===== src/rtl/alu_pkg.sv =====
// Shared opcodes, FSM state type and decode helper for the sequential ALU.
package alu_pkg;

   localparam logic [3:0] OP_AND = 4'b0000;
   localparam logic [3:0] OP_OR  = 4'b0001;
   localparam logic [3:0] OP_ADD = 4'b0010;
   localparam logic [3:0] OP_SUB = 4'b0011;
   localparam logic [3:0] OP_MUL = 4'b0100;
   localparam logic [3:0] OP_DIV = 4'b0101;
   localparam logic [3:0] OP_SLT = 4'b0111;
   localparam logic [3:0] OP_NOR = 4'b1100;

   typedef enum logic [0:0] {
      IDLE = 1'b0,
      BUSY = 1'b1
   } state_t;

   // MUL always iterates; DIV iterates unless the divisor is zero, which
   // completes immediately with the divide-by-zero flags.
   function automatic logic is_iterative(input logic [3:0] op, input logic b_zero);
      return (op == OP_MUL) || ((op == OP_DIV) && !b_zero);
   endfunction

endpackage


===== src/rtl/alu_muldiv_iter.sv =====
// Iterative shift-add multiplier / restoring divider, one step per enabled cycle.
// Exposes the post-step value so the final step's result can be written
// straight into the caller's output registers on the same edge.
module alu_muldiv_iter #(
   parameter int WIDTH = 8
) (
   input  logic             i_clk,
   input  logic             i_rst,
   input  logic             i_load,
   input  logic             i_is_div,
   input  logic [WIDTH-1:0] i_a,
   input  logic [WIDTH-1:0] i_b,
   input  logic             i_step,
   output logic             o_last,
   output logic [WIDTH-1:0] o_result,
   output logic             o_ovr
);

   localparam int CW = $clog2(WIDTH + 1);

   // MUL: r_acc is the growing 2*WIDTH product, r_sr the multiplier shifting out.
   // DIV: r_acc[WIDTH:0] is the partial remainder, r_sr the dividend/quotient.
   logic [2*WIDTH-1:0] r_acc;
   logic [WIDTH-1:0]   r_sr;
   logic [WIDTH-1:0]   r_opnd;
   logic               r_is_div;
   logic [CW-1:0]      r_count;

   logic [WIDTH:0]     w_sum;
   logic [WIDTH:0]     w_shift;
   logic [WIDTH:0]     w_diff;
   logic               w_fits;
   logic [2*WIDTH-1:0] w_acc_next;
   logic [WIDTH-1:0]   w_sr_next;

   // One multiply or divide iteration computed from the current registers.
   always_comb begin
      w_sum   = {1'b0, r_acc[2*WIDTH-1:WIDTH]}
              + (r_sr[0] ? {1'b0, r_opnd} : {(WIDTH+1){1'b0}});
      w_shift = {r_acc[WIDTH-1:0], r_sr[WIDTH-1]};
      w_diff  = w_shift - {1'b0, r_opnd};
      w_fits  = (w_shift >= {1'b0, r_opnd});
      if (r_is_div) begin
         w_acc_next = {{(WIDTH-1){1'b0}}, (w_fits ? w_diff : w_shift)};
         w_sr_next  = {r_sr[WIDTH-2:0], w_fits};
      end else begin
         w_acc_next = {w_sum, r_acc[WIDTH-1:1]};
         w_sr_next  = {1'b0, r_sr[WIDTH-1:1]};
      end
   end

   assign o_result = r_is_div ? w_sr_next : w_acc_next[WIDTH-1:0];
   assign o_ovr    = r_is_div ? 1'b0 : (|w_acc_next[2*WIDTH-1:WIDTH]);
   assign o_last   = (r_count == CW'(1));

   // Load operands on accept, then advance one iteration per step until count hits 0.
   always_ff @(posedge i_clk or posedge i_rst) begin
      if (i_rst) begin
         r_acc    <= {(2*WIDTH){1'b0}};
         r_sr     <= {WIDTH{1'b0}};
         r_opnd   <= {WIDTH{1'b0}};
         r_is_div <= 1'b0;
         r_count  <= {CW{1'b0}};
      end else if (i_load) begin
         r_acc    <= {(2*WIDTH){1'b0}};
         r_sr     <= i_a;
         r_opnd   <= i_b;
         r_is_div <= i_is_div;
         r_count  <= CW'(WIDTH);
      end else if (i_step && (r_count != {CW{1'b0}})) begin
         r_acc   <= w_acc_next;
         r_sr    <= w_sr_next;
         r_count <= r_count - CW'(1);
      end else begin
         r_acc   <= r_acc;
         r_sr    <= r_sr;
         r_count <= r_count;
      end
   end

endmodule


===== src/rtl/alu_seq.sv =====
// Sequential WIDTH-bit ALU with start/ready/valid handshake and registered flags.
// Single-cycle ops complete on the accepting edge; MUL/DIV run WIDTH iterations.
module alu_seq #(
   parameter int WIDTH = 8
) (
   input  logic             clk,
   input  logic             rst,
   input  logic             start,
   input  logic [WIDTH-1:0] A,
   input  logic [WIDTH-1:0] B,
   input  logic [3:0]       ctrl,
   output logic             ready,
   output logic             valid,
   output logic [WIDTH-1:0] Result,
   output logic             Ovr,
   output logic             Zero,
   output logic             DivZero
);

   import alu_pkg::*;

   state_t           r_state;
   logic             r_ready;
   logic             r_valid;
   logic [WIDTH-1:0] r_result;
   logic             r_ovr;
   logic             r_zero;
   logic             r_divzero;

   logic             w_b_zero;
   logic             w_load;
   logic             w_busy;
   logic             w_is_div;
   logic             w_last;
   logic [WIDTH-1:0] w_iter_res;
   logic             w_iter_ovr;
   logic [WIDTH:0]   w_add;
   logic [WIDTH:0]   w_sub;
   logic [WIDTH-1:0] w_res1;
   logic             w_ovr1;
   logic             w_dz1;

   assign w_b_zero = (B == {WIDTH{1'b0}});
   assign w_busy   = (r_state == BUSY);
   assign w_is_div = (ctrl == OP_DIV);
   assign w_load   = start && (r_state == IDLE) && is_iterative(ctrl, w_b_zero);

   alu_muldiv_iter #(.WIDTH(WIDTH)) u_iter (
      .i_clk    (clk),
      .i_rst    (rst),
      .i_load   (w_load),
      .i_is_div (w_is_div),
      .i_a      (A),
      .i_b      (B),
      .i_step   (w_busy),
      .o_last   (w_last),
      .o_result (w_iter_res),
      .o_ovr    (w_iter_ovr)
   );

   // Single-cycle datapath; DIV here only ever sees the divide-by-zero case.
   always_comb begin
      w_add  = {1'b0, A} + {1'b0, B};
      w_sub  = {1'b0, A} - {1'b0, B};
      w_res1 = {WIDTH{1'b0}};
      w_ovr1 = 1'b0;
      w_dz1  = 1'b0;
      case (ctrl)
         OP_AND: w_res1 = A & B;
         OP_OR:  w_res1 = A | B;
         OP_ADD: begin
            w_res1 = w_add[WIDTH-1:0];
            w_ovr1 = w_add[WIDTH];
         end
         OP_SUB: begin
            w_res1 = w_sub[WIDTH-1:0];
            w_ovr1 = w_sub[WIDTH];
         end
         OP_DIV: begin
            w_res1 = {WIDTH{1'b1}};
            w_ovr1 = 1'b1;
            w_dz1  = 1'b1;
         end
         OP_SLT: w_res1 = {{(WIDTH-1){1'b0}}, (A < B)};
         OP_NOR: w_res1 = ~(A | B);
         default: begin
            w_res1 = {WIDTH{1'b0}};
            w_ovr1 = 1'b0;
            w_dz1  = 1'b0;
         end
      endcase
   end

   // Control FSM and output registers; outputs change only on completion.
   always_ff @(posedge clk or posedge rst) begin
      if (rst) begin
         r_state   <= IDLE;
         r_ready   <= 1'b1;
         r_valid   <= 1'b0;
         r_result  <= {WIDTH{1'b0}};
         r_ovr     <= 1'b0;
         r_zero    <= 1'b1;
         r_divzero <= 1'b0;
      end else begin
         r_valid <= 1'b0;
         case (r_state)
            IDLE: begin
               if (w_load) begin
                  r_state <= BUSY;
                  r_ready <= 1'b0;
               end else if (start) begin
                  r_result  <= w_res1;
                  r_ovr     <= w_ovr1;
                  r_zero    <= (w_res1 == {WIDTH{1'b0}});
                  r_divzero <= w_dz1;
                  r_valid   <= 1'b1;
                  r_ready   <= 1'b1;
               end else begin
                  r_ready <= 1'b1;
               end
            end
            BUSY: begin
               if (w_last) begin
                  r_result  <= w_iter_res;
                  r_ovr     <= w_iter_ovr;
                  r_zero    <= (w_iter_res == {WIDTH{1'b0}});
                  r_divzero <= 1'b0;
                  r_valid   <= 1'b1;
                  r_state   <= IDLE;
                  r_ready   <= 1'b1;
               end else begin
                  r_ready <= 1'b0;
               end
            end
            default: begin
               r_state <= IDLE;
               r_ready <= 1'b1;
            end
         endcase
      end
   end

   assign ready   = r_ready;
   assign valid   = r_valid;
   assign Result  = r_result;
   assign Ovr     = r_ovr;
   assign Zero    = r_zero;
   assign DivZero = r_divzero;

endmodule


===== config.mk =====
export PLATFORM = sky130hd
export DESIGN_NAME = alu_seq
export DESIGN_NICKNAME = d
export VERILOG_FILES = /design/src/rtl/alu_pkg.sv /design/src/rtl/alu_muldiv_iter.sv /design/src/rtl/alu_seq.sv
export SDC_FILE = /design/constraint.sdc
export NUM_CORES = 1
export LEC_CHECK = 0
export ABC_AREA = 1
export CAP_MARGIN = 20
export CORE_ASPECT_RATIO = 0.9
export CORE_MARGIN = 4
export CORE_UTILIZATION = 35
export DETAILED_ROUTE_END_ITERATION = 7
export GPL_ROUTABILITY_DRIVEN = 0
export HOLD_SLACK_MARGIN = 0.08
export PLACE_DENSITY = 0.63
export SLEW_MARGIN = 20
export SYNTH_ARGS = -nofsm -noshare
export SYNTH_HDL_FRONTEND = slang
export SYNTH_SLANG_ARGS = --single-unit

===== constraint.sdc =====
create_clock -name clk -period 2.59 [get_ports clk]
set_clock_uncertainty 0.2 [all_clocks]
set_input_delay 0.518 -clock clk [delete_from_list [all_inputs] [get_ports clk]]
set_output_delay 0.518 -clock clk [all_outputs]
set_load 0.005 [all_outputs]

==> flow_summary.ini, run 1 <==
[yosys]
avgSynthCellArea_um2 = 6.53
ys_ff_latch = 51
synthArstFlopShare_pct = 100
netlist_top_cells_area = dfrtp_1, nand2_1, ha_1
ys_types = 37
ys_seq_area_share_pct = 27.6
syn_area_mm2 = 0.00463
synth_top_area_share_pct = 26.5
syn-instance-count = 709
yosys_warnings = 0
synth_nets = 778
synth-edff-count = 0
yosysTopAreaCell = dfrtp_1
synth_ff_type = dfrtp_1

[job]
cap_violations = 0

[routing]
vias = 4932
antenna_left = 0
dr.pass1.iters = 5
viasPerCell = 5.03
wl_per_cell_um = 14.3
wl_um = 14100
drc_errors = 0
drtIter0Drc = 428

[worst_setup_path]
critPathMaxFanout = 7
startpoint_type = input port
timing.critical_path.buf_inv = 3
worstSetupEndpointType = register
cpMostUsedCell = nand2_1
slowest_delay_ps = 480
cp.required_ps = 2620
cp_slowest_cell = clkdlybuf4s50_1
critPathKind = input port to register
cp_cell_sequence = clkdlybuf4s50_1, inv_1, ha_4, buf_4, nand2_1, nand3_2, nand2_1, nand3_1, nand2_1, nor2_2, nand3_1, nor2_1, nand4_1, a21oi_2
arrival_ps = 2480
critical-path-top-delay-family = simple AND/OR/NAND/NOR gates

[run_status]
status = finished, final reports clean

[clock_network]
clk_pin_slew_ps = 70
tritoncts = built
clk_path_buf_depth = 2
postCtsHoldBufs = 0
cts_buffers = 5
insertion_delay_ps = 290
cts.sinks = 51
cts_root_buf = clkbuf_16
cts_max_level = 2

[finish]
layout.nets = 885
final-seq-area_mm2 = 0.00128
diodes = 0
syn_to_final_growth_pct = 30.2
fillers = 1275
final_util_pct = 47.0
multi_input_area_mm2 = 0.00297
drive_above_1_share_pct = 17.0

[min_path]
hp-class = register to register

[power]
power.total_uw = 5380
leakagePower_uw = 0.00325
pwr_density_cell_mw_per_mm2 = 892
ir_drop_mv = 0.588

[sta]
finalCriticalPeriod_ps = 2450
fmax_ghz = 0.409
timing.hold.ws_ps = 297
setup_violations = 0
hold_violations = 0
slew_headroom_pct = 61.8
rsz0062_at_grt = yes
finalCritPeriodShare_pct = 94.5
tightest_slew_ps = 573
slew_violations = 0

[global_route]
grt_pass1_wl_um = 22800
grt_max_degree = 22
overflow = 0
antenna_found_initial = 0
grt_use_total_pct = 18.9
grt_pass1_vias = 4570

[placement]
dp_hpwl_um = 11100
io_buffer_count = 35

[die]
core_area_mm2 = 0.0128
fp.dieW_um = 129
boundaryPins = 36
rows = 39
die_area_mm2 = 0.0151
start_util_pct = 36.1
die_y_um = 117
==> logic make-up after synthesis <==
family                   Yosys count  synth area share, %
buffers and inverters            131                 11.5
adder cells (fa/ha/maj)           46                 13.1
flip-flops                        51                 27.6
AO/OA/AOI/OAI                    120                 14.6
XOR/XNOR                           6                 1.13
AND/OR/NAND/NOR                  355                 32.0
==> per-layer routing <==
| metal | track usage [%] | routed length (um) | vias up |
|---|---|---|---|
| li1 | - | - | 2507 |
| met3 | 2.04 | 859 | 25 |
| met2 | 28.1 | 5920 | 154 |
| met5 | 0 | 0 | - |
| met1 | 29.1 | 7020 | 2246 |
| met4 | 4.55 | 256 | 0 |
==> cells in the mapped netlist (all sizes together) (2+ instances only) <==
cell / n
o21ai: 43
a21oi: 51
xor2: 2
o22ai: 9
xnor2: 4
inv: 109
nor2: 75
nand4: 16
fa: 4
nand3b: 6
buf: 15
o211ai: 3
nand2: 200
o221ai: 6
o22a: 3
dfstp: 2
nand3: 51
ha: 42
clkbuf: 6
dfrtp: 49
nor3: 4
o31ai: 3
==> worst min-delay path, cell delays in order (launching register included) <==
cell     delay [ps]
dfrtp_1         340
nand2_1          50
o21ai_0          70
==> state kept, by name, summed over array words and instances (netlist names) <==
| name | count |
|---|---|
| r_state | 1 |
| u_iter.r_acc | 16 |
| Ovr | 1 |
| u_iter.r_sr | 8 |
| valid | 1 |
| u_iter.r_count | 4 |
| ready | 1 |
| Zero | 1 |
| u_iter.r_is_div | 1 |
| Result | 8 |
| u_iter.r_opnd | 8 |
| DivZero | 1 |
==> placed cells by master (no fill, tap or decap), types with 16 or more instances in the layout <==
cell and instances:
o21ai_0 38, clkdlybuf4s50_1 31, buf_4 83, ha_1 35
nand2_1 194, nor2_1 69, dfrtp_1 49, nand3_1 48
inv_1 102, nand4_1 16, a21oi_1 44
==> area by class of cell <==
| cell class | instances | area share [%] |
|---|---|---|
| multi-input cells | 527 | 49.2 |
| inverters | 110 | 6.95 |
| well taps | 164 | 3.40 |
| clock inverters | 3 | 0.332 |
| repair buffers | 120 | 16.7 |
| flip-flops and latches | 51 | 21.2 |
| clock buffers | 5 | 2.08 |
| repair inverters | 1 | 0.125 |
==> per-stage QoR <==
stage | instances | setup slack, ps | setup TNS [ps] | instance area, um^2
6_report | 981 | 143 | 0 | 6030
5_1_grt | 981 | -26.5 | -42.2 | 6030
4_1_cts | 975 | 7.83 | 0 | 5840
3_5_place_dp | 965 | -399 | -5700 | 5680
3_3_place_gp | 965 | -331 | -6150 | 5680
2_1_floorplan | 709 | 234 | 0 | 4630
==> what timing repair did <==
item	CTS	global route
endpoints found under the setup margin	2	25
pin swaps	5	7
buffers inserted	2	5
resized for setup	8	40
cloned	0	1
==> worst paths after layout <==
path                       slack [ps]                          from  cells after the start                      endpoint
min in group asynchronous         360                           rst                      2               valid$_DFF_PP0_
min                               300  u_iter.r_acc[15]$_DFFE_PP0P_                      2  u_iter.r_acc[15]$_DFFE_PP0P_
min reg2reg                       300  u_iter.r_acc[15]$_DFFE_PP0P_                      2  u_iter.r_acc[15]$_DFFE_PP0P_
max                               140                          B[2]                     14              Zero$_DFFE_PP1P_
max reg2reg                       170    u_iter.r_sr[7]$_DFFE_PP0P_                     16               Ovr$_DFFE_PP0P_
max in group asynchronous        1280                           rst                      3  u_iter.r_opnd[3]$_DFFE_PP0P_
==> power breakdown <==
part           internal (uW)  switching, uW  total [uW]
combinational           1400           1900        3290
clock                    356            293         650
sequential              1150            283        1430
Power figures use the tool's default switching activity.
==> run 2: changes to the inputs <==
--- a/config.mk
+++ b/config.mk
@@ -10,10 +10,12 @@
 export CORE_ASPECT_RATIO = 0.9
 export CORE_MARGIN = 4
 export CORE_UTILIZATION = 35
+export CTS_CLUSTER_SIZE = 24
 export DETAILED_ROUTE_END_ITERATION = 7
 export GPL_ROUTABILITY_DRIVEN = 0
 export HOLD_SLACK_MARGIN = 0.08
 export PLACE_DENSITY = 0.63
+export RECOVER_POWER = 50
 export SLEW_MARGIN = 20
 export SYNTH_ARGS = -nofsm -noshare
 export SYNTH_HDL_FRONTEND = slang
==> constraint.sdc (replaced) <==
create_clock -name clk -period 3 [get_ports clk]
set_clock_uncertainty 0.2 [all_clocks]
set_input_delay 0.6 -clock clk [delete_from_list [all_inputs] [get_ports clk]]
set_output_delay 0.6 -clock clk [all_outputs]
set_load 0.005 [all_outputs]
==> run 2 against run 1 <==
Against the previous run:
- highest routed layer unchanged
- worst hold slack lost 21 ps
- critical path type unchanged
- sequential share of layout area rose by 2.0 points
- non-clock buffer count shrank 43
- first-iteration DRC count grew 7.0%
==> flow_summary.ini, run 2 (synthesis gave the netlist of run 1 again) <==
[sta]
fin_ws_ps = 143
rsz0062_at_grt = no
timing.hold.ws_ps = 276
setup_violations = 0
setup_tns_ps = 0
finalCritPeriodShare_pct = 95.2
finalCriticalPeriod_ps = 2860
slew_violations = 0
fmax_ghz = 0.350
slew_headroom_pct = 14.4
hold_violations = 0
tightest_slew_ps = 1280

[global_route]
grt_pass1_vias = 4327
overflow = 0
grt_max_degree = 52
grt_use_total_pct = 18.1
antenna_found_initial = 0
grt_pass1_wl_um = 22000

[worst_setup_path]
critPathMaxFanout = 5
critPathKind = input port to register
cpMostUsedCell = nand2_1
cp.required_ps = 3010
r2r_start = u_iter.r_opnd[2]$_DFFE_PP0P_
critical-path-top-delay-family = simple AND/OR/NAND/NOR gates
startpoint_type = input port
worstSetupEndpointType = register
arrival_ps = 2870
cp_cell_sequence = clkdlybuf4s50_1, inv_1, ha_1, nor2_1, nand2_1, nand2_1, nand2_1, nand2_1, nand2_1, nand2_1, nand3b_1, nor2_1, nand4_1, a21oi_1
timing.critical_path.buf_inv = 2
worstSetupStartpoint = A[1]
slowest_delay_ps = 630
cp_slowest_cell = clkdlybuf4s50_1

[finish]
final_util_pct = 43.0
fillers = 1360
largest_register = u_iter.r_acc
layout.nets = 841
diodes = 0
syn_to_final_growth_pct = 19.2
drive_above_1_share_pct = 7.76
final-seq-area_mm2 = 0.00128
final_common_cell = nand2_1
largest_reg_flops = 16
multi_input_area_mm2 = 0.00282
layout_common_cells = nand2_1, inv_1, nor2_1, nand3_1
design_area_mm2 = 0.00552

[clock_network]
tritoncts = built
cts_buffers = 5
cts.repair.resized = 0
clk_pin_slew_ps = 70
cts_root_buf = clkbuf_16
cts_max_level = 2
cts.sinks = 51
insertion_delay_ps = 290
postCtsSetupBuffers = 0
clk_path_buf_depth = 2
postCtsHoldBufs = 0

[min_path]
min_from = Result[7]$_DFFE_PP0P_
hp-class = register to register

[routing]
drc_errors = 0
wl_per_cell_um = 14.3
dr.pass1.iters = 5
wl_um = 13400
viasPerCell = 4.95
antenna_left = 0
vias = 4635
drtIter0Drc = 458

[power]
ir_drop_mv = 0.405
pwr_density_cell_mw_per_mm2 = 789
leakagePower_uw = 0.00302

[placement]
dp_hpwl_um = 10700
pre_cts_slack_ps = -97.0
io_buffer_count = 35
place_area_mm2 = 0.00539

[run_status]
status = finished, final reports clean

[die]
die_area_mm2 = 0.0151
fp.dieW_um = 129
rows = 39
core_area_mm2 = 0.0128
boundaryPins = 36
start_util_pct = 36.1
die_y_um = 117

[job]
cap_violations = 0
run 2: power by group:
part | internal, uW | total (uW) | switching, uW
sequential | 992 | 1260 | 268
combinational | 1000 | 2550 | 1550
clock | 309 | 550 | 241
total | 2300 | 4360 | 2050
run 2: path summary, 6_finish.rpt:
| path | endpoint | slack, ps | cells after the start |
|---|---|---|---|
| worst max-delay path | Zero$_DFFE_PP1P_ | 140 | 14 |
| worst min-delay path | Result[7]$_DFFE_PP0P_ | 280 | 2 |
| worst max register to register | Zero$_DFFE_PP1P_ | 420 | 13 |
| worst min register to register | Result[7]$_DFFE_PP0P_ | 280 | 2 |
| max in group asynchronous | u_iter.r_opnd[4]$_DFFE_PP0P_ | 860 | 3 |
| min in group asynchronous | u_iter.r_count[0]$_DFFE_PP0P_ | 980 | 3 |
run 2: through the flow:
step	total power (uW)	std cells
global placement	3780	929
finish	4360	937
detailed placement	3790	929
CTS	4370	937
floorplan	2980	709
global route	4780	937
run 2: layer usage:
metal / global-route usage, % / vias to the layer above / wire length, um
li1: - / 2412 / -
met1: 27.3 / 2079 / 6690
met2: 28.9 / 140 / 5840
met3: 2.13 / 4 / 841
met4: 2.10 / 0 / 43
met5: 0 / - / 0
run 2: worst reg2reg max path: cells and delay by family (launching register included):
| kind | cells | cell delay [ps] |
|---|---|---|
| buffers and inverters | 2 | 130 |
| AO/OA/AOI/OAI | 5 | 880 |
| flip-flops | 1 | 420 |
| AND/OR/NAND/NOR | 5 | 530 |
| adder cells (fa/ha/maj) | 1 | 360 |
run 2: area by class of cell:
type	count	area share [%]
Multi-Input combinational cell	527	51.1
Timing Repair Buffer	77	12.0
Inverter	110	7.48
Clock buffer	7	2.40
Clock inverter	1	0.0906
Sequential cell	51	23.2
Tap cell	164	3.72
==> run 3: changes to the inputs <==
==> constraint.sdc (replaced) <==
create_clock -name clk -period 3.63 [get_ports clk]
set_clock_uncertainty 0.2 [all_clocks]
set_input_delay 0.726 -clock clk [delete_from_list [all_inputs] [get_ports clk]]
set_output_delay 0.726 -clock clk [all_outputs]
set_load 0.005 [all_outputs]
==> run 3 against run 2 <==
Against the previous run:
- via count fell by 0.30%
- global-route usage barely moved
- worst hold slack better by 3.8 ps
- sequential power shrank 17%
- worst setup slack improved by 430 ps
- count of clock-buffer cells in the layout down 1
- sequential cell count stayed put
- cell count fell by 3.6%
- critical path type unchanged
- critical endpoint is now Result[0]$_DFFE_PP0P_
==> flow_summary.ini, run 3 (synthesis gave the netlist of run 1 again) <==
[die]
fp.dieW_um = 129
core_area_mm2 = 0.0128
rows = 39
boundaryPins = 36
start_util_pct = 36.1
die_y_um = 117
die_area_mm2 = 0.0151

[global_route]
grt_pass1_vias = 4362
grt_pass1_wl_um = 22000
grt_max_degree = 30
grt_use_total_pct = 18.1
antenna_found_initial = 0
overflow = 0

[clock_network]
clk_pin_slew_ps = 70
cts.repair.resized = 0
postCtsHoldBufs = 0
cts_buffers = 5
cts_max_level = 2
cts_root_buf = clkbuf_16
clk_path_buf_depth = 2
insertion_delay_ps = 290
cts.sinks = 51
tritoncts = built
postCtsSetupBuffers = 0

[sta]
rsz0062_at_grt = no
slew_headroom_pct = 13.7
finalCritPeriodShare_pct = 84.1
slew_violations = 0
tightest_slew_ps = 1290
setup_tns_ps = 0
finalCriticalPeriod_ps = 3050
fmax_ghz = 0.328
hold_violations = 0
setup_violations = 0

[placement]
place_area_mm2 = 0.00513
dp_hpwl_um = 10500
dp.cells = 895
io_buffer_count = 35

[run_status]
status = finished, final reports clean

[routing]
dr.pass1.iters = 6
drc_errors = 0
wl_um = 13300
antenna_left = 0
wl_per_cell_um = 14.7
drtIter0Drc = 473
vias = 4621
viasPerCell = 5.12

[worst_setup_path]
critPathKind = input port to register
cp.required_ps = 3640
startpoint_type = input port
worstSetupEndpointType = register
critPathMaxFanout = 13
arrival_ps = 3060

[power]
power.total_uw = 3630
pwr_density_cell_mw_per_mm2 = 686
ir_drop_mv = 0.336
leakagePower_uw = 0.00287

[finish]
syn_to_final_growth_pct = 14.3
layout.nets = 807
largest_reg_flops = 16
design_area_mm2 = 0.00529
drive_above_1_share_pct = 3.25
largest_register = u_iter.r_acc
diodes = 0
layout_common_cells = nand2_1, inv_1, nor2_1, nand3_1
final_common_cell = nand2_1
stdcell_count = 903
fillers = 1368

[min_path]
hp-class = register to register

[job]
cap_violations = 0
## run 3: cell types whose count changed in the layout (fill, tap and decap cells not counted)
cell,before,now
bufinv_16,0,1
fa_1,2,4
inv_1,107,108
clkbuf_8,0,1
clkbuf_2,1,0
fa_2,2,0
clkinv_1,2,1
buf_4,41,6
## run 3: layer usage
| layer | track usage, % | up-vias | routed length, um |
|---|---|---|---|
| li1 | - | 2350 | - |
| met1 | 27.7 | 2111 | 6600 |
| met2 | 28.1 | 147 | 5780 |
| met3 | 1.95 | 13 | 798 |
| met4 | 2.80 | 0 | 121 |
| met5 | 0 | - | 0 |
## run 3: power breakdown
group	internal, uW	switching [uW]	total (uW)
clock	343	207	550
combinational	782	1260	2040
sequential	819	224	1040
total	1940	1690	3630
## run 3: layout make-up
| cell class | count | area [um^2] | area share, % |
|---|---|---|---|
| Multi-Input combinational cell | 527 | 2820 | 53.3 |
| Tap cell | 164 | 205 | 3.88 |
| Clock buffer | 6 | 139 | 2.62 |
| Inverter | 110 | 413 | 7.80 |
| Sequential cell | 51 | 1280 | 24.2 |
| Timing Repair Buffer | 43 | 403 | 7.61 |
| Clock inverter | 2 | 35.0 | 0.662 |
## run 3: critical path: stages
cell and delay, ps:
clkdlybuf4s50_1 470, nor2_1 670, nand2_1 380, o21ai_0 400, nand3b_1 190, nand2_1 70, a21oi_1 160
## run 3: path summary, 6_finish.rpt
kind / startpoint / endpoint / slack (ps) / depth (start not counted)
max: ctrl[3] / Result[0]$_DFFE_PP0P_ / 580 / 7
max in group asynchronous: rst / u_iter.r_opnd[3]$_DFFE_PP0P_ / 1100 / 3
min: Result[1]$_DFFE_PP0P_ / Result[1]$_DFFE_PP0P_ / 280 / 2
min reg2reg: Result[1]$_DFFE_PP0P_ / Result[1]$_DFFE_PP0P_ / 280 / 2
max reg2reg: u_iter.r_sr[0]$_DFFE_PP0P_ / Ovr$_DFFE_PP0P_ / 940 / 15
min in group asynchronous: rst / u_iter.r_count[3]$_DFFE_PP0P_ / 630 / 2
## run 3: stage by stage
step	hold WS [ps]	utilization (%)	setup slack (ps)
6_report	280	41.2	577
5_1_grt	316	41.2	367
4_1_cts	291	41.3	625
3_5_place_dp	268	39.9	354
3_3_place_gp	269	39.9	239
2_1_floorplan	257	-	1200
